File: src/rtl/stage_memory_if.sv
// Bundle between the compute stage, the memory stage, the data-memory bus and the writeback path.
// Compute-stage control structs are flattened into plain fields.
interface stage_memory_if;
    logic        in_valid;
    logic        in_ready;
    logic [31:0] in_result;
    logic        in_mem_w_enable;
    logic [1:0]  in_mem_width;          // 0 byte, 1 half, 2 word
    logic        in_mem_r_sign_extend;
    logic [31:0] in_mem_w_value;
    logic        in_rd_enable;
    logic [4:0]  in_rd_which_register;
    logic [1:0]  in_rd_source;          // 1 = write from memory

    logic        dmem_req;
    logic [31:0] dmem_addr;
    logic        dmem_we;
    logic [3:0]  dmem_wstrb;
    logic [31:0] dmem_wdata;
    logic        dmem_gnt;
    logic        dmem_rvalid;
    logic [31:0] dmem_rdata;

    logic        wb_enable;
    logic [4:0]  wb_which_register;
    logic [31:0] wb_value;
    logic        misaligned_fault;
    logic [31:0] fault_addr;

    modport master (
        output in_valid, in_result, in_mem_w_enable, in_mem_width, in_mem_r_sign_extend,
               in_mem_w_value, in_rd_enable, in_rd_which_register, in_rd_source,
               dmem_gnt, dmem_rvalid, dmem_rdata,
        input  in_ready, dmem_req, dmem_addr, dmem_we, dmem_wstrb, dmem_wdata,
               wb_enable, wb_which_register, wb_value, misaligned_fault, fault_addr
    );

    modport slave (
        input  in_valid, in_result, in_mem_w_enable, in_mem_width, in_mem_r_sign_extend,
               in_mem_w_value, in_rd_enable, in_rd_which_register, in_rd_source,
               dmem_gnt, dmem_rvalid, dmem_rdata,
        output in_ready, dmem_req, dmem_addr, dmem_we, dmem_wstrb, dmem_wdata,
               wb_enable, wb_which_register, wb_value, misaligned_fault, fault_addr
    );
endinterface

File: src/rtl/stage_memory.sv
// Memory pipeline stage: ALU pass-through, loads/stores over a req/gnt/rvalid bus,
// registered writeback and a misaligned-access fault pulse.
module stage_memory (
    input  logic          i_clk,
    input  logic          i_rst,
    stage_memory_if.slave bus
);
    localparam logic [1:0] WidthByte  = 2'd0;
    localparam logic [1:0] WidthHalf  = 2'd1;
    localparam logic [1:0] RegFromMem = 2'd1;

    typedef enum logic [1:0] {StIdle, StReq, StWaitR} state_t;

    state_t      r_state;
    logic        r_req;
    logic [31:0] r_addr;
    logic        r_we;
    logic [3:0]  r_wstrb;
    logic [31:0] r_wdata;
    logic [1:0]  r_off;
    logic [1:0]  r_width;
    logic        r_sign;
    logic        r_ld_wb;
    logic [4:0]  r_rd;
    logic        r_wb_enable;
    logic [4:0]  r_wb_reg;
    logic [31:0] r_wb_value;
    logic        r_fault;
    logic [31:0] r_fault_addr;

    logic        w_is_store;
    logic        w_is_mem;
    logic        w_misaligned;
    logic [3:0]  w_strb;
    logic [31:0] w_wdata;
    logic [31:0] w_shift;
    logic [31:0] w_load_value;

    always_comb begin
        w_is_store = bus.in_mem_w_enable;
        w_is_mem   = w_is_store || (bus.in_rd_enable && bus.in_rd_source == RegFromMem);
        unique case (bus.in_mem_width)
            WidthByte: w_misaligned = 1'b0;
            WidthHalf: w_misaligned = bus.in_result[0];
            default:   w_misaligned = (bus.in_result[1:0] != 2'b00);
        endcase
    end

    // Store lanes are replicated so the strobe alone selects the bytes written.
    always_comb begin
        unique case (bus.in_mem_width)
            WidthByte: begin
                w_wdata = {4{bus.in_mem_w_value[7:0]}};
                w_strb  = 4'b0001 << bus.in_result[1:0];
            end
            WidthHalf: begin
                w_wdata = {2{bus.in_mem_w_value[15:0]}};
                w_strb  = 4'b0011 << bus.in_result[1:0];
            end
            default: begin
                w_wdata = bus.in_mem_w_value;
                w_strb  = 4'b1111;
            end
        endcase
    end

    always_comb begin
        w_shift = bus.dmem_rdata >> {r_off, 3'b000};
        unique case (r_width)
            WidthByte: w_load_value = {{24{r_sign & w_shift[7]}}, w_shift[7:0]};
            WidthHalf: w_load_value = {{16{r_sign & w_shift[15]}}, w_shift[15:0]};
            default:   w_load_value = w_shift;
        endcase
    end

    always_ff @(posedge i_clk or posedge i_rst) begin
        if (i_rst) begin
            r_state      <= StIdle;
            r_req        <= 1'b0;
            r_addr       <= '0;
            r_we         <= 1'b0;
            r_wstrb      <= '0;
            r_wdata      <= '0;
            r_off        <= '0;
            r_width      <= '0;
            r_sign       <= 1'b0;
            r_ld_wb      <= 1'b0;
            r_rd         <= '0;
            r_wb_enable  <= 1'b0;
            r_wb_reg     <= '0;
            r_wb_value   <= '0;
            r_fault      <= 1'b0;
            r_fault_addr <= '0;
        end else begin
            r_wb_enable <= 1'b0;
            r_fault     <= 1'b0;
            unique case (r_state)
                StIdle: begin
                    if (bus.in_valid) begin
                        if (w_is_mem && w_misaligned) begin
                            r_fault      <= 1'b1;
                            r_fault_addr <= bus.in_result;
                        end else if (w_is_mem) begin
                            r_req   <= 1'b1;
                            r_addr  <= {bus.in_result[31:2], 2'b00};
                            r_off   <= bus.in_result[1:0];
                            r_width <= bus.in_mem_width;
                            r_sign  <= bus.in_mem_r_sign_extend;
                            r_we    <= w_is_store;
                            r_wstrb <= w_is_store ? w_strb : 4'b0000;
                            r_wdata <= w_is_store ? w_wdata : 32'h0;
                            r_rd    <= bus.in_rd_which_register;
                            // Stores never write back; x0 is never written.
                            r_ld_wb <= !w_is_store && (bus.in_rd_which_register != 5'd0);
                            r_state <= StReq;
                        end else if (bus.in_rd_enable && bus.in_rd_which_register != 5'd0) begin
                            r_wb_enable <= 1'b1;
                            r_wb_reg    <= bus.in_rd_which_register;
                            r_wb_value  <= bus.in_result;
                        end
                    end
                end
                StReq: begin
                    if (bus.dmem_gnt) begin
                        r_req   <= 1'b0;
                        r_state <= r_we ? StIdle : StWaitR;
                    end
                end
                StWaitR: begin
                    if (bus.dmem_rvalid) begin
                        r_wb_enable <= r_ld_wb;
                        r_wb_reg    <= r_rd;
                        r_wb_value  <= w_load_value;
                        r_state     <= StIdle;
                    end
                end
                default: r_state <= StIdle;
            endcase
        end
    end

    assign bus.in_ready          = (r_state == StIdle);
    assign bus.dmem_req          = r_req;
    assign bus.dmem_addr         = r_addr;
    assign bus.dmem_we           = r_we;
    assign bus.dmem_wstrb        = r_wstrb;
    assign bus.dmem_wdata        = r_wdata;
    assign bus.wb_enable         = r_wb_enable;
    assign bus.wb_which_register = r_wb_reg;
    assign bus.wb_value          = r_wb_value;
    assign bus.misaligned_fault  = r_fault;
    assign bus.fault_addr        = r_fault_addr;
endmodule

File: src/flat_wrapper.sv
// flat-port wrapper written by rule: the top's interface ports become plain ports
module stage_memory_flat 
  (i_clk, i_rst, bus_in_valid, bus_in_result, bus_in_mem_w_enable, bus_in_mem_width, bus_in_mem_r_sign_extend, bus_in_mem_w_value, bus_in_rd_enable, bus_in_rd_which_register, bus_in_rd_source, bus_dmem_gnt, bus_dmem_rvalid, bus_dmem_rdata, bus_in_ready, bus_dmem_req, bus_dmem_addr, bus_dmem_we, bus_dmem_wstrb, bus_dmem_wdata, bus_wb_enable, bus_wb_which_register, bus_wb_value, bus_misaligned_fault, bus_fault_addr);
  stage_memory_if bus_i ();
  input  logic i_clk;
  input  logic i_rst;
  input wire logic [$bits(bus_i.in_valid)-1:0] bus_in_valid;
  input wire logic [$bits(bus_i.in_result)-1:0] bus_in_result;
  input wire logic [$bits(bus_i.in_mem_w_enable)-1:0] bus_in_mem_w_enable;
  input wire logic [$bits(bus_i.in_mem_width)-1:0] bus_in_mem_width;
  input wire logic [$bits(bus_i.in_mem_r_sign_extend)-1:0] bus_in_mem_r_sign_extend;
  input wire logic [$bits(bus_i.in_mem_w_value)-1:0] bus_in_mem_w_value;
  input wire logic [$bits(bus_i.in_rd_enable)-1:0] bus_in_rd_enable;
  input wire logic [$bits(bus_i.in_rd_which_register)-1:0] bus_in_rd_which_register;
  input wire logic [$bits(bus_i.in_rd_source)-1:0] bus_in_rd_source;
  input wire logic [$bits(bus_i.dmem_gnt)-1:0] bus_dmem_gnt;
  input wire logic [$bits(bus_i.dmem_rvalid)-1:0] bus_dmem_rvalid;
  input wire logic [$bits(bus_i.dmem_rdata)-1:0] bus_dmem_rdata;
  output wire logic [$bits(bus_i.in_ready)-1:0] bus_in_ready;
  output wire logic [$bits(bus_i.dmem_req)-1:0] bus_dmem_req;
  output wire logic [$bits(bus_i.dmem_addr)-1:0] bus_dmem_addr;
  output wire logic [$bits(bus_i.dmem_we)-1:0] bus_dmem_we;
  output wire logic [$bits(bus_i.dmem_wstrb)-1:0] bus_dmem_wstrb;
  output wire logic [$bits(bus_i.dmem_wdata)-1:0] bus_dmem_wdata;
  output wire logic [$bits(bus_i.wb_enable)-1:0] bus_wb_enable;
  output wire logic [$bits(bus_i.wb_which_register)-1:0] bus_wb_which_register;
  output wire logic [$bits(bus_i.wb_value)-1:0] bus_wb_value;
  output wire logic [$bits(bus_i.misaligned_fault)-1:0] bus_misaligned_fault;
  output wire logic [$bits(bus_i.fault_addr)-1:0] bus_fault_addr;
  assign bus_i.in_valid = bus_in_valid;
  assign bus_i.in_result = bus_in_result;
  assign bus_i.in_mem_w_enable = bus_in_mem_w_enable;
  assign bus_i.in_mem_width = bus_in_mem_width;
  assign bus_i.in_mem_r_sign_extend = bus_in_mem_r_sign_extend;
  assign bus_i.in_mem_w_value = bus_in_mem_w_value;
  assign bus_i.in_rd_enable = bus_in_rd_enable;
  assign bus_i.in_rd_which_register = bus_in_rd_which_register;
  assign bus_i.in_rd_source = bus_in_rd_source;
  assign bus_i.dmem_gnt = bus_dmem_gnt;
  assign bus_i.dmem_rvalid = bus_dmem_rvalid;
  assign bus_i.dmem_rdata = bus_dmem_rdata;
  assign bus_in_ready = bus_i.in_ready;
  assign bus_dmem_req = bus_i.dmem_req;
  assign bus_dmem_addr = bus_i.dmem_addr;
  assign bus_dmem_we = bus_i.dmem_we;
  assign bus_dmem_wstrb = bus_i.dmem_wstrb;
  assign bus_dmem_wdata = bus_i.dmem_wdata;
  assign bus_wb_enable = bus_i.wb_enable;
  assign bus_wb_which_register = bus_i.wb_which_register;
  assign bus_wb_value = bus_i.wb_value;
  assign bus_misaligned_fault = bus_i.misaligned_fault;
  assign bus_fault_addr = bus_i.fault_addr;
  stage_memory u_core (.i_clk(i_clk), .i_rst(i_rst), .bus(bus_i));
endmodule
File: config.mk
export PLATFORM = sky130hd
export DESIGN_NAME = stage_memory_flat
export DESIGN_NICKNAME = d
export VERILOG_FILES = /design/src/rtl/stage_memory_if.sv /design/src/rtl/stage_memory.sv /design/src/flat_wrapper.sv
export SDC_FILE = /design/constraint.sdc
export NUM_CORES = 1
export LEC_CHECK = 0
export ABC_AREA = 1
export CAP_MARGIN = 40
export CORE_MARGIN = 1.5
export CORE_UTILIZATION = 65
export CTS_BUF_LIST = sky130_fd_sc_hd__clkbuf_4
export DETAILED_ROUTE_END_ITERATION = 16
export DONT_BUFFER_PORTS = 1
export GPL_ROUTABILITY_DRIVEN = 0
export HOLD_SLACK_MARGIN = 0.12
export PLACE_DENSITY = 0.87
export SLEW_MARGIN = 5
export SYNTH_ARGS = -nofsm -noshare
export SYNTH_HDL_FRONTEND = slang
export SYNTH_SLANG_ARGS = --single-unit
File: constraint.sdc
create_clock -name i_clk -period 8.7 [get_ports i_clk]
set_input_delay 1.305 -clock i_clk [delete_from_list [all_inputs] [get_ports i_clk]]
set_output_delay 1.305 -clock i_clk [all_outputs]
set_load 0.02 [all_outputs]
==> results.py, run 1 <==
metrics = {
    "run_status": {
        "status": "complete, no violations",
    },
    "clock_network": {
        "cts_hold_buf": 0,
        "root_buffer": "clkbuf_4",
        "cts_sinks": 152,
        "clk_latency_ns": 0.55,
        "numCtsBuffers": 17,
        "cts_tree": "yes",
        "cts_setup_buffers": 0,
        "htree_num_levels": 4,
        "clockBufferDepth": 2,
        "clkSlewWorstSetupHoldPaths_ns": 0.13,
        "cts_resized": 0,
    },
    "placed_design": {
        "dp_hpwl_mm": 13.5,
        "place_ws_ns": 5.39,
        "dpl_cell_area_mm2": 0.00724,
        "dp.cells": 1048,
        "io_buffers": 0,
    },
    "worst_setup_path": {
        "rrSetupSlack_ns": 5.70,
        "slowest_stage": "dfrtp_1",
        "cp.arrival_ns": 3.44,
        "critical_path_required_ns": 9.14,
        "worstSetupStartpoint": "u_core.r_off[0]$_DFFE_PP0P_",
        "cp_max_fo": 26,
        "crit_top_cell": "nand3_1",
        "r2r_start": "u_core.r_off[0]$_DFFE_PP0P_",
        "crit_type": "reg2reg",
        "cp_cell_sequence": "inv_1 > buf_16 > nand2_1 > nand3_1 > nand3_1 > nand3_1 > nand3_1 > nand2_1",
        "rr_endpoint": "u_core.bus.wb_value[27]$_DFFE_PP0P_",
        "cp-start-kind": "flip-flop",
        "end_kind": "flip-flop",
        "critPathMaxStageDelay_ns": 0.89,
        "critPathCapture": "u_core.bus.wb_value[27]$_DFFE_PP0P_",
        "reg2reg_depth": 8,
    },
    "logic_synthesis": {
        "synth_edf_count": 0,
        "syn_area_mm2": 0.00720,
        "syn_avg_cell_area_um2": 7.55,
        "synth_seq_cells": 152,
        "yosysSeqAreaShare": 0.528,
        "synth_flop_cell": "dfrtp_1",
        "ys_warn_count": 0,
        "async_reset_ff_frac": 1.00,
        "syn_inst": 954,
        "synth_cell_types": 24,
    },
    "pwr": {
        "finalPower_mw": 2.30,
        "leakage_nw": 4.04,
        "ir_drop_uv": 181,
        "p_per_area_mw_per_mm2": 305,
    },
    "routing": {
        "drt_wl_total_mm": 19.2,
        "drc": 0,
        "routed_via_density": 5.78,
        "firstDrtPassIters": 6,
        "ant_nets": 0,
        "drt_iter0_drc": 524,
        "detail_route.wl_per_cell_um": 17.8,
        "num_vias": 6245,
    },
    "floorplan": {
        "row_count": 38,
        "num_io_pins": 255,
        "die_height_um": 108,
        "initial_utilization": 0.664,
        "dieWidth_um": 108,
        "dieArea_mm2": 0.0117,
        "core-area_mm2": 0.0108,
    },
    "timing": {
        "hold_viol": 0,
        "timing.fmax_mhz": 334,
        "maxSlewViolCount": 0,
        "timing.final.crit_share": 0.344,
        "tightest_slew_ns": 0.867,
        "holdWs_ns": 0.511,
        "relSlewSlack": 0.421,
        "min_period_ns": 3.00,
        "rsz0062_at_grt": "no",
        "finalSetupTns_ns": 0,
        "skew_ns": 0.0191,
        "setup_viol": 0,
        "worst_slack_ns": 5.70,
    },
    "finish": {
        "design_area_mm2": 0.00754,
        "drive_above_1_share": 0.0469,
        "final_core_util": 0.695,
        "area_growth_pct": 4.66,
        "fin_nets": 1040,
        "instances_no_fill": 1080,
    },
    "run": {
        "maxCapViolCount": 0,
    },
    "global_routing": {
        "grt_usage": 0.328,
        "grt_max_degree": 93,
        "grt_pass1_vias": 5867,
        "antenna_found_initial": 1,
        "overflow": 0,
        "grt_pass1_wl_mm": 29.0,
    },
    "min_path": {
        "hp-class": "reg2reg",
    },
}
-- layout make-up --
type,instances,area [µm²]
Clock inverter,14,171
Tap cell,140,175
Fill cell,851,3300
Sequential cell,152,3800
Timing Repair Buffer,7,113
Clock buffer,17,128
Antenna cell,1,2.50
Multi-Input combinational cell,686,2900
Inverter,63,241
-- synth_stat cells (2+ instances only) --
library cell / count / area (µm²)
o22ai_1: 12 / 75.1
nor2_1: 56 / 210
nand3_1: 87 / 435
nand2_1: 414 / 1550
a21oi_1: 12 / 60.1
buf_4: 5 / 37.5
buf_6: 3 / 33.8
clkbuf_1: 18 / 67.6
o21ai_0: 91 / 455
buf_2: 27 / 135
nand4_1: 2 / 12.5
o21ai_1: 2 / 10.0
nor2_4: 2 / 22.5
dfrtp_1: 152 / 3800
inv_1: 62 / 233
-- routing by layer --
metal / up-vias / wire (µm) / GRT usage
met5: - / 0 / 0
met2: 381 / 9080 / 0.532
li1: 2954 / - / -
met1: 2849 / 7220 / 0.391
met3: 61 / 2210 / 0.116
met4: 0 / 714 / 0.156
-- state kept, by name, indices dropped and copies added, names as in the netlist, 2 cells and up --
| register | flops |
|---|---|
| u_core.r_state | 2 |
| u_core.bus.fault_addr | 32 |
| u_core.bus.dmem_addr | 30 |
| u_core.bus.wb_which_register | 5 |
| u_core.r_width | 2 |
| u_core.r_off | 2 |
| u_core.bus.dmem_wstrb | 4 |
| u_core.bus.wb_value | 32 |
| u_core.bus.dmem_wdata | 32 |
| u_core.r_rd | 5 |
-- report_power, final --
group          total, mW  switching (mW)  internal, mW
Clock              0.468           0.268         0.200
Combinational      0.450           0.291         0.158
Sequential          1.38           0.454         0.925
Total               2.30            1.01          1.28
-- worst max-delay path: cells and delay by family, from the launching register on --
family / cells / cell delay (ns)
buffers and inverters: 2 / 0.71
flip-flops: 1 / 0.89
AND/OR/NAND/NOR: 6 / 1.29
-- worst min path at each step --
stage	from	end	depth (start not counted)
2_1_floorplan	u_core.r_width[0]$_DFFE_PP0P_	u_core.r_width[0]$_DFFE_PP0P_	2
3_5_place_dp	u_core.r_rd[4]$_DFFE_PP0P_	u_core.r_rd[4]$_DFFE_PP0P_	2
4_1_cts	u_core.r_rd[4]$_DFFE_PP0P_	u_core.r_rd[4]$_DFFE_PP0P_	2
3_3_place_gp	u_core.r_rd[4]$_DFFE_PP0P_	u_core.r_rd[4]$_DFFE_PP0P_	2
6_report	u_core.r_rd[4]$_DFFE_PP0P_	u_core.r_rd[4]$_DFFE_PP0P_	2
5_1_grt	u_core.r_rd[4]$_DFFE_PP0P_	u_core.r_rd[4]$_DFFE_PP0P_	2
-- cell families (layout without fill, tap and decap cells) --
logic type / count (synthesis) / in the layout / share of synthesized area
AO/OA/AOI/OAI: 120 / 120 / 0.0865
buffers and inverters: 117 / 101 / 0.0714
flip-flops: 152 / 152 / 0.528
other: 1 / 3 / 0.000521
AND/OR/NAND/NOR: 564 / 564 / 0.313
-- cells in the final DEF, fill, tap and decap left out, types with 2 or more instances in the layout --
cell / synthesis / final
a21oi_1: 12 / 12
buf_16: 0 / 3
buf_4: 5 / 4
bufinv_16: 0 / 3
clkbuf_4: 0 / 17
clkinv_1: 0 / 2
clkinv_4: 0 / 3
conb_1: 1 / 2
dfrtp_1: 152 / 152
inv_1: 62 / 61
inv_6: 0 / 5
nand2_1: 414 / 413
nand3_1: 87 / 86
nand3_2: 1 / 2
nand4_1: 2 / 2
nor2_1: 56 / 55
nor2_4: 2 / 2
o21ai_0: 91 / 91
o21ai_1: 2 / 2
o22ai_1: 12 / 12
Power figures use the tool's default switching activity.
==> run 2: changes to the inputs <==
==> constraint.sdc (replaced) <==
create_clock -name i_clk -period 3.1 [get_ports i_clk]
set_input_delay 0.465 -clock i_clk [delete_from_list [all_inputs] [get_ports i_clk]]
set_output_delay 0.465 -clock i_clk [all_outputs]
set_load 0.02 [all_outputs]
==> run 2 against run 1 <==
  * Register-to-register slack got worse by 4.9 ns
  * Core utilization rose by 6.5 points
  * Largest power group unchanged
  * Combinational power rose to 3.0 times the previous value
  * Die area did not move
  * Via count rose by 8.9%
  * Routed wire length rose by 11%
  * Worst hold slack got worse by 0.36 ns
  * Critical endpoint is now u_core.bus.wb_value[20]$_DFFE_PP0P_
  * Flip-flop and latch count did not move
  * Power rose to 2.9 times the previous value
  * Clock power rose to 2.9 times the previous value
  * Critical path depth fell by 2
==> results.py, run 2 (synthesis gave the netlist of run 1 again) <==
metrics = {
    "floorplan": {
        "num_io_pins": 255,
        "core-area_mm2": 0.0108,
        "dieWidth_um": 108,
        "initial_utilization": 0.664,
        "die_height_um": 108,
        "dieArea_mm2": 0.0117,
        "row_count": 38,
    },
    "placed_design": {
        "dpl_cell_area_mm2": 0.00726,
        "io_buffers": 0,
        "dp.cells": 1056,
        "dp_hpwl_mm": 13.9,
    },
    "worst_setup_path": {
        "crit_type": "reg2reg",
        "reg2reg_depth": 6,
        "r2r_start": "u_core.r_off[1]$_DFFE_PP0P_",
        "cp.arrival_ns": 2.83,
        "end_kind": "flip-flop",
        "critical_path_required_ns": 3.59,
        "cp_max_fo": 24,
        "rrSetupSlack_ns": 0.77,
        "rr_endpoint": "u_core.bus.wb_value[20]$_DFFE_PP0P_",
        "cp-start-kind": "flip-flop",
    },
    "timing": {
        "setup_viol": 0,
        "rsz0062_at_grt": "no",
        "timing.fmax_mhz": 428,
        "skew_ns": 0.0364,
        "tightest_slew_ns": 0.972,
        "relSlewSlack": 0.350,
        "finalSetupTns_ns": 0,
        "hold_viol": 0,
        "maxSlewViolCount": 0,
        "timing.final.crit_share": 0.753,
        "min_period_ns": 2.33,
    },
    "finish": {
        "area_growth_pct": 14.5,
        "drive_above_1_share": 0.0552,
        "fin_nets": 1115,
        "instances_no_fill": 1156,
        "fillers": 741,
        "final_cell_mix": "nand2_1 (413), dfrtp_1 (152), o21ai_0 (91), nand3_1 (86), dlygate4sd3_1 (67)",
        "final_common_cell": "nand2_1",
        "final_core_util": 0.761,
        "design_area_mm2": 0.00825,
    },
    "clock_network": {
        "numCtsBuffers": 17,
        "clk_latency_ns": 0.56,
        "cts_sinks": 152,
        "htree_num_levels": 4,
        "clkSlewWorstSetupHoldPaths_ns": 0.14,
        "root_buffer": "clkbuf_4",
        "cts_tree": "yes",
        "cts_setup_buffers": 0,
        "clockBufferDepth": 2,
    },
    "routing": {
        "num_vias": 6798,
        "firstDrtPassIters": 5,
        "ant_nets": 0,
        "detail_route.wl_per_cell_um": 18.4,
        "routed_via_density": 5.88,
        "drt_iter0_drc": 609,
        "drc": 0,
        "drt_wl_total_mm": 21.3,
    },
    "global_routing": {
        "grt_pass1_vias": 6409,
        "grt_max_degree": 79,
        "grt_pass1_wl_mm": 32.2,
        "overflow": 0,
        "grt_usage": 0.363,
        "antenna_found_initial": 1,
    },
    "min_path": {
        "hp-class": "in2reg",
        "min_from": "bus_in_mem_w_value[8]",
        "hold_end": "u_core.bus.dmem_wdata[8]$_DFFE_PP0P_",
        "worstHoldPathCells": 4,
    },
    "pwr": {
        "leakage_nw": 4.34,
        "ir_drop_uv": 439,
        "p_per_area_mw_per_mm2": 797,
    },
    "run": {
        "maxCapViolCount": 0,
    },
    "run_status": {
        "status": "complete, no violations",
    },
}
==> run 2: cell count changes in the layout (fill, tap and decap cells not counted), sizes merged <==
| cell | before | now |
|---|---|---|
| buf | 7 | 15 |
| clkbuf | 17 | 19 |
| clkinv | 6 | 2 |
| clkinvlp | 1 | 5 |
| dlygate4sd3 | 0 | 67 |
| inv | 67 | 66 |
==> run 2: critical path: stages (launching register included) <==
cell and delay (ns):
dfrtp_1 0.57, inv_1 0.26, nand3_1 0.18, nand3_1 0.70
nand3_1 0.36, nand3_1 0.13, nand2_1 0.07
==> run 2: timing repair <==
item	4_1_cts	5_1_grt
endpoints found under the hold margin	115	1
gates resized for setup	0	0
hold buffers	66	1
==> run 2: report_power, final <==
group | switching [mW] | leakage, nW | internal (mW)
logic | 0.876 | 2.26 | 0.496
clock network | 0.752 | 0.157 | 0.586
registers | 1.27 | 1.92 | 2.60
==> run 2: worst max-delay path by stage <==
stage	to	startpoint	cells past startpoint	slack (ns)
after global placement	u_core.bus.wb_value[9]$_DFFE_PP0P_	u_core.r_off[1]$_DFFE_PP0P_	6	0.96
final	u_core.bus.wb_value[20]$_DFFE_PP0P_	u_core.r_off[1]$_DFFE_PP0P_	6	0.77
after floorplan	u_core.bus.dmem_addr[10]$_DFFE_PP0P_	i_rst	1	0.72
after detailed placement	u_core.bus.dmem_wstrb[0]$_DFFE_PP0P_	u_core.r_state[0]$_DFFE_PP0P_	7	0.87
after global routing	u_core.bus.dmem_wdata[27]$_DFFE_PP0P_	u_core.r_state[0]$_DFFE_PP0P_	7	0.59
after CTS	u_core.bus.dmem_wstrb[0]$_DFFE_PP0P_	u_core.r_state[0]$_DFFE_PP0P_	7	0.81
==> run 2: routing by layer <==
metal	global-route usage	vias to the layer above	wire (µm)
met2	0.602	449	10300
met4	0.156	0	713
met1	0.428	3180	7660
met3	0.126	63	2580
li1	-	3106	-
met5	0	-	0
==> run 2: area by class of cell <==
class                   count  area (µm²)  share of cell area
diodes                      1        2.50            0.000303
clock buffers              19         143              0.0173
clock inverters            13         169              0.0205
inverters                  63         240              0.0291
multi-input cells         686        2910               0.352
flip-flops and latches    152        3800               0.461
well taps                 140         175              0.0212
repair buffers             82         808              0.0980
==> run 2: metrics by stage <==
step / setup slack (ns) / hold slack (ns) / total power, mW
2_1_floorplan: 0.718 / 0.453 / 4.73
3_3_place_gp: 0.962 / 0.411 / 5.07
3_5_place_dp: 0.874 / 0.413 / 5.14
4_1_cts: 0.807 / 0.121 / 6.53
5_1_grt: 0.589 / 0.127 / 6.93
6_report: 0.766 / 0.152 / 6.57
==> edit 1: new RTL, settings of run 1 <==
Make the reset (`i_rst`) synchronous in one clocked block.
--- a/src/rtl/stage_memory.sv
+++ b/src/rtl/stage_memory.sv
@@ -74,5 +74,5 @@
     end
 
-    always_ff @(posedge i_clk or posedge i_rst) begin
+    always_ff @(posedge i_clk) begin
         if (i_rst) begin
             r_state      <= StIdle;
Check against the original RTL: not equivalent (a bounded check fails within 4 cycles, from zero or initial values and one cycle with i_rst high; the reset may be asserted at any time).
==> edit 1 against run 1 <==
  * Area after synthesis fell by 2.6%
  * Sequential cell count did not move
  * Critical path type unchanged
  * Worst setup slack got worse by 0.20 ns
  * Non-clock buffer count fell by 2
  * Wire length rose by 4.0%
  * Clock skew rose by 0.012 ns
  * Cell area fell by 4.8%
Power is not compared: it rests on default switching activity, and its combinational part moved more than twofold at a synthesized area within 25%.
==> edit 1: results (changes against run 1) <==
Synth Flop Type=dfxtp_1; post-synthesis compound-gate area fraction=15.8% (+7.1 points); share of layout cells above drive strength 1=6.81% (+2.1 points); crit path kind=flop to flop; worst reg2reg endpoint=u_core.bus.wb_value[9]$_SDFFE_PP0P_; Worst Setup SP=u_core.r_off[0]$_SDFFE_PP0P_; Area contributors post-synth=dfxtp_1 (43%), nand2_1 (18%), a21oi_1 (9.3%); total wire length=20000 um (+4.0%); Post-DP HPWL=14200 um (+5.6%); CP max FO=25 (-3.8%); number of gates resized after cts=0 (unchanged); Synth Area in XOR/XNOR=0% (unchanged); Worst-Skew Late Latency=0.57 ns (+0.02 ns); sequential area share after synthesis=43.4% (-9.5 points); Worst Skew=0.0311 ns (+0.0119 ns); vias in the first global route=5763 (-1.8%); slowest stage cell, crit path=dfxtp_1; initial antenna violation count=0 (-1); largest net degree at the start of global routing=91 (-2.2%); Slew HR=41.1% (-0.96 points); status=finished, final reports clean; synth cell count leaders=nand2_1 (342), dfxtp_1 (152), a21oi_1 (131); first-pass GRT wire length=30700 um (+5.7%); min-delay worst type=flop to flop; n_diodes=0 (-1); VDD IR max=143 uV; Gate Count Post-Synth=1061 (+11%); Distinct cells, synth=26 (+8.3%); DRT Pass-1 Iters=8 (+2); First DRT Iteration DRCs=861 (+64%); routed vias=6641 (+6.3%); Finished Layout Cells=1164 (+7.8%); r2r setup slk=5.51 ns (-0.20 ns); All-Layer GR Usage=35.0% (+2.2 points); Async SR Flop Fraction=0% (-100 points); critical path data arrival time=3.66 ns (+0.22 ns); crit-path max cell delay=0.87 ns (-0.02 ns); worst flop-to-flop path startpoint=u_core.r_off[0]$_SDFFE_PP0P_; fill count=923 (+8.5%)
-- edit 1: changes by cell type in the layout (fill, tap and decap cells not counted), sizes merged, moves of 7 or more --
cell,delta
dfrtp,-152
dfxtp,+152
a21oi,+119
nand2,-70
nor2,+63
o21ai,-32
or2,+23
nand3,-22
o22ai,-9
a31oi,+8
o211ai,+7
-- edit 1: how the worst min path moves through the flow --
stage                                     start                           to  cells after the start
floorplan           u_core.r_rd[0]$_SDFFE_PP0P_  u_core.r_rd[0]$_SDFFE_PP0P_                      2
global placement    u_core.r_rd[2]$_SDFFE_PP0P_  u_core.r_rd[2]$_SDFFE_PP0P_                      2
detailed placement  u_core.r_rd[3]$_SDFFE_PP0P_  u_core.r_rd[3]$_SDFFE_PP0P_                      2
CTS                 u_core.r_rd[2]$_SDFFE_PP0P_  u_core.r_rd[2]$_SDFFE_PP0P_                      2
global route        u_core.r_rd[0]$_SDFFE_PP0P_  u_core.r_rd[0]$_SDFFE_PP0P_                      2
finish              u_core.r_rd[2]$_SDFFE_PP0P_  u_core.r_rd[2]$_SDFFE_PP0P_                      2
-- edit 1: cells by family after synthesis --
logic type             after synthesis
AO/OA/AOI/OAI                      212
flip-flops                         152
buffers and inverters              137
other                                1
AND/OR/NAND/NOR                    559
-- edit 1: stage by stage --
stage	utilization (%)	setup slack [ns]	instance area, sq um	hold slack, ns	power [mW]
after detailed placement	66.4	5.26	6920	0.442	0.978
after global routing	68.9	5.20	7180	0.488	1.44
after global placement	66.2	5.14	6890	0.434	0.973
final	68.9	5.51	7180	0.463	1.38
after CTS	68.9	5.60	7180	0.461	1.37
after floorplan	-	6.30	7020	0.425	0.950
-- edit 1: final cells by class --
cell class                      count  area [sq um]  share of cell area, %
Multi-Input combinational cell    773          3410                   47.5
Sequential cell                   152          3040                   42.4
Inverter                           66           248                   3.45
Tap cell                          136           170                   2.37
Clock buffer                       18           135                   1.88
Clock inverter                     14           123                   1.71
Timing Repair Buffer                5          52.6                  0.732
-- edit 1: power by group --
group	internal [mW]	leakage (nW)	switching, mW
registers	0.733	1.24	0.0704
logic	0.0557	1.65	0.106
clock network	0.146	0.135	0.265
-- edit 1: critical path: cells and delay by family, from the launching register on --
| kind | cells | cell delay, ns |
|---|---|---|
| and+or+nand+nor | 5 | 1.15 |
| DFF | 1 | 0.87 |
| buffers and inverters | 2 | 0.85 |
| AOI/OAI and AO/OA | 1 | 0.22 |
-- edit 1: per-layer routing --
| metal | vias to the layer above | GRT usage, % | share of wire [%] |
|---|---|---|---|
| li1 | 3287 | - | - |
| met1 | 2925 | 45.3 | 40 |
| met2 | 387 | 51.5 | 45 |
| met3 | 42 | 14.2 | 13 |
| met4 | 0 | 14.8 | 2.8 |
| met5 | - | 0 | 0 |
==> edit 2: new RTL, flow settings as in run 1 <==
Made on the original files. The 3 states of `state_t` get a one-hot encoding in 3 bits.
--- a/src/rtl/stage_memory.sv
+++ b/src/rtl/stage_memory.sv
@@ -10,5 +10,5 @@
     localparam logic [1:0] RegFromMem = 2'd1;
 
-    typedef enum logic [1:0] {StIdle, StReq, StWaitR} state_t;
+    typedef enum logic [2:0] {StIdle = 3'b001, StReq = 3'b010, StWaitR = 3'b100} state_t;
 
     state_t      r_state;
Behaviour: same outputs for any inputs over 4 cycles, from zero or initial values and one cycle with i_rst high; so few cycles prove little.
==> edit 2 against run 1 <==
  * Worst hold slack worse by 0.0092 ns
  * Cell area rose by 0.75%
  * Worst setup slack got worse by 0.21 ns
  * Wire length rose by 0.32%
  * Largest cell class unchanged
  * Global-route usage rose by 0.71 points
  * Power is 24% higher
  * Via count up 0.80%
  * Utilization up 0.21 points
  * Sequential cell count grew 1
  * Area after synthesis increased by 1.3%
  * Synthesized cell count fell by 1.2%
==> edit 2: results (changes against run 1) <==
CP max FO=34 (+31%); Place WS=5.56 ns (+0.177 ns); fill count=897 (+5.4%); Distinct cells, synth=26 (+8.3%); area added between synthesis and finish=4.08%; Flop+latch power=1.68 mW (+22%); sequential share of cell area=50.4% (about the same); sequential area share after synthesis=52.5% (-0.32 points); largest net degree at the start of global routing=92 (-1.1%); Gate Count Post-Synth=943 (-1.2%); non-clock buffer count=8 (+1); Non-clock buffer share=1.48% (-0.011 points); routed vias/inst=5.89 (+1.8%); first-pass GRT wire length=30000 um (+3.3%); footprint of the multi-input gates=3000 sq um (+3.3%); clock-cell share of area=3.74% (-0.23 points); vias in the first global route=5903 (+0.61%); Worst Skew=0.0227 ns (+0.00360 ns); Worst-Skew Late Latency=between 0.5 and 0.6 ns; routing usage on met3=11.5% (-0.16 points); n_diodes=0 (-1); DR WL met2=9090 um (about the same); First DRT Iteration DRCs=633 (+21%); PwrDens=374 nW/um^2 (+23%); All-Layer GR Usage=33.5% (+0.71 points); initial antenna violation count=0 (-1); min-delay src=u_core.r_rd[0]$_DFFE_PP0P_; met3 wire len=2170 um (-1.9%); share of layout cells above drive strength 1=5.27% (+0.59 points); M2 GR Usage=52.1% (-1.1 points); met1 Use GR=42.0% (+2.8 points); critical path data arrival time=3.62 ns (+0.18 ns); wl on met1=7330 um (+1.5%); hold slack=0.502 ns (-0.00915 ns); clock share of power=15.7% (-4.7 points); Pleak=3.89 nW (-3.9%); clock sink total=153 (+0.66%); total wire length=19300 um (+0.32%); Net Sw Power=1.36 mW (+35%); Area contributors post-synth=dfrtp_1 (52%), nand2_1 (19%), o21ai_0 (5.9%); Final nets=1029 (-1.1%); Final Worst Setup Slack=5.49 ns (-0.211 ns); routed vias=6295 (+0.80%); r2r setup slk=5.49 ns (-0.21 ns); H-tree Lvls=4 (unchanged); Register-to-Register Path Depth=7 (-1); VDD IR max=215 uV (+19%); inverters=50 (-21%); Post-DP HPWL=13500 um (+0.45%); status=finished, final reports clean; Slew HR=39.1% (-3.0 points); multi-input combinational area share=39.5% (+0.98 points)
-- edit 2: critical path: stages, from the launching register on --
cell,delay [ns]
dfrtp_1,0.96
inv_1,0.69
nand2_1,0.19
nand3_1,0.11
nand3_1,0.72
nand3_1,0.21
nand2_1,0.10
o21ai_0,0.08
-- edit 2: logic make-up after synthesis --
kind of cell / share of synthesized area, %
simple gates: 27.6
other cells: 0.0514
compound gates: 12.7
mux: 0.549
buf+inv: 6.55
flops: 52.5
-- edit 2: worst paths after layout --
kind,to
worst max-delay path,u_core.bus.wb_value[13]$_DFFE_PP0P_
worst min-delay path,u_core.r_rd[0]$_DFFE_PP0P_
worst max register to register,u_core.bus.wb_value[13]$_DFFE_PP0P_
worst min register to register,u_core.r_rd[0]$_DFFE_PP0P_
max in group asynchronous,u_core.r_state[0]$_DFFE_PP1P_
min in group asynchronous,u_core.bus.wb_which_register[0]$_DFFE_PP0P_
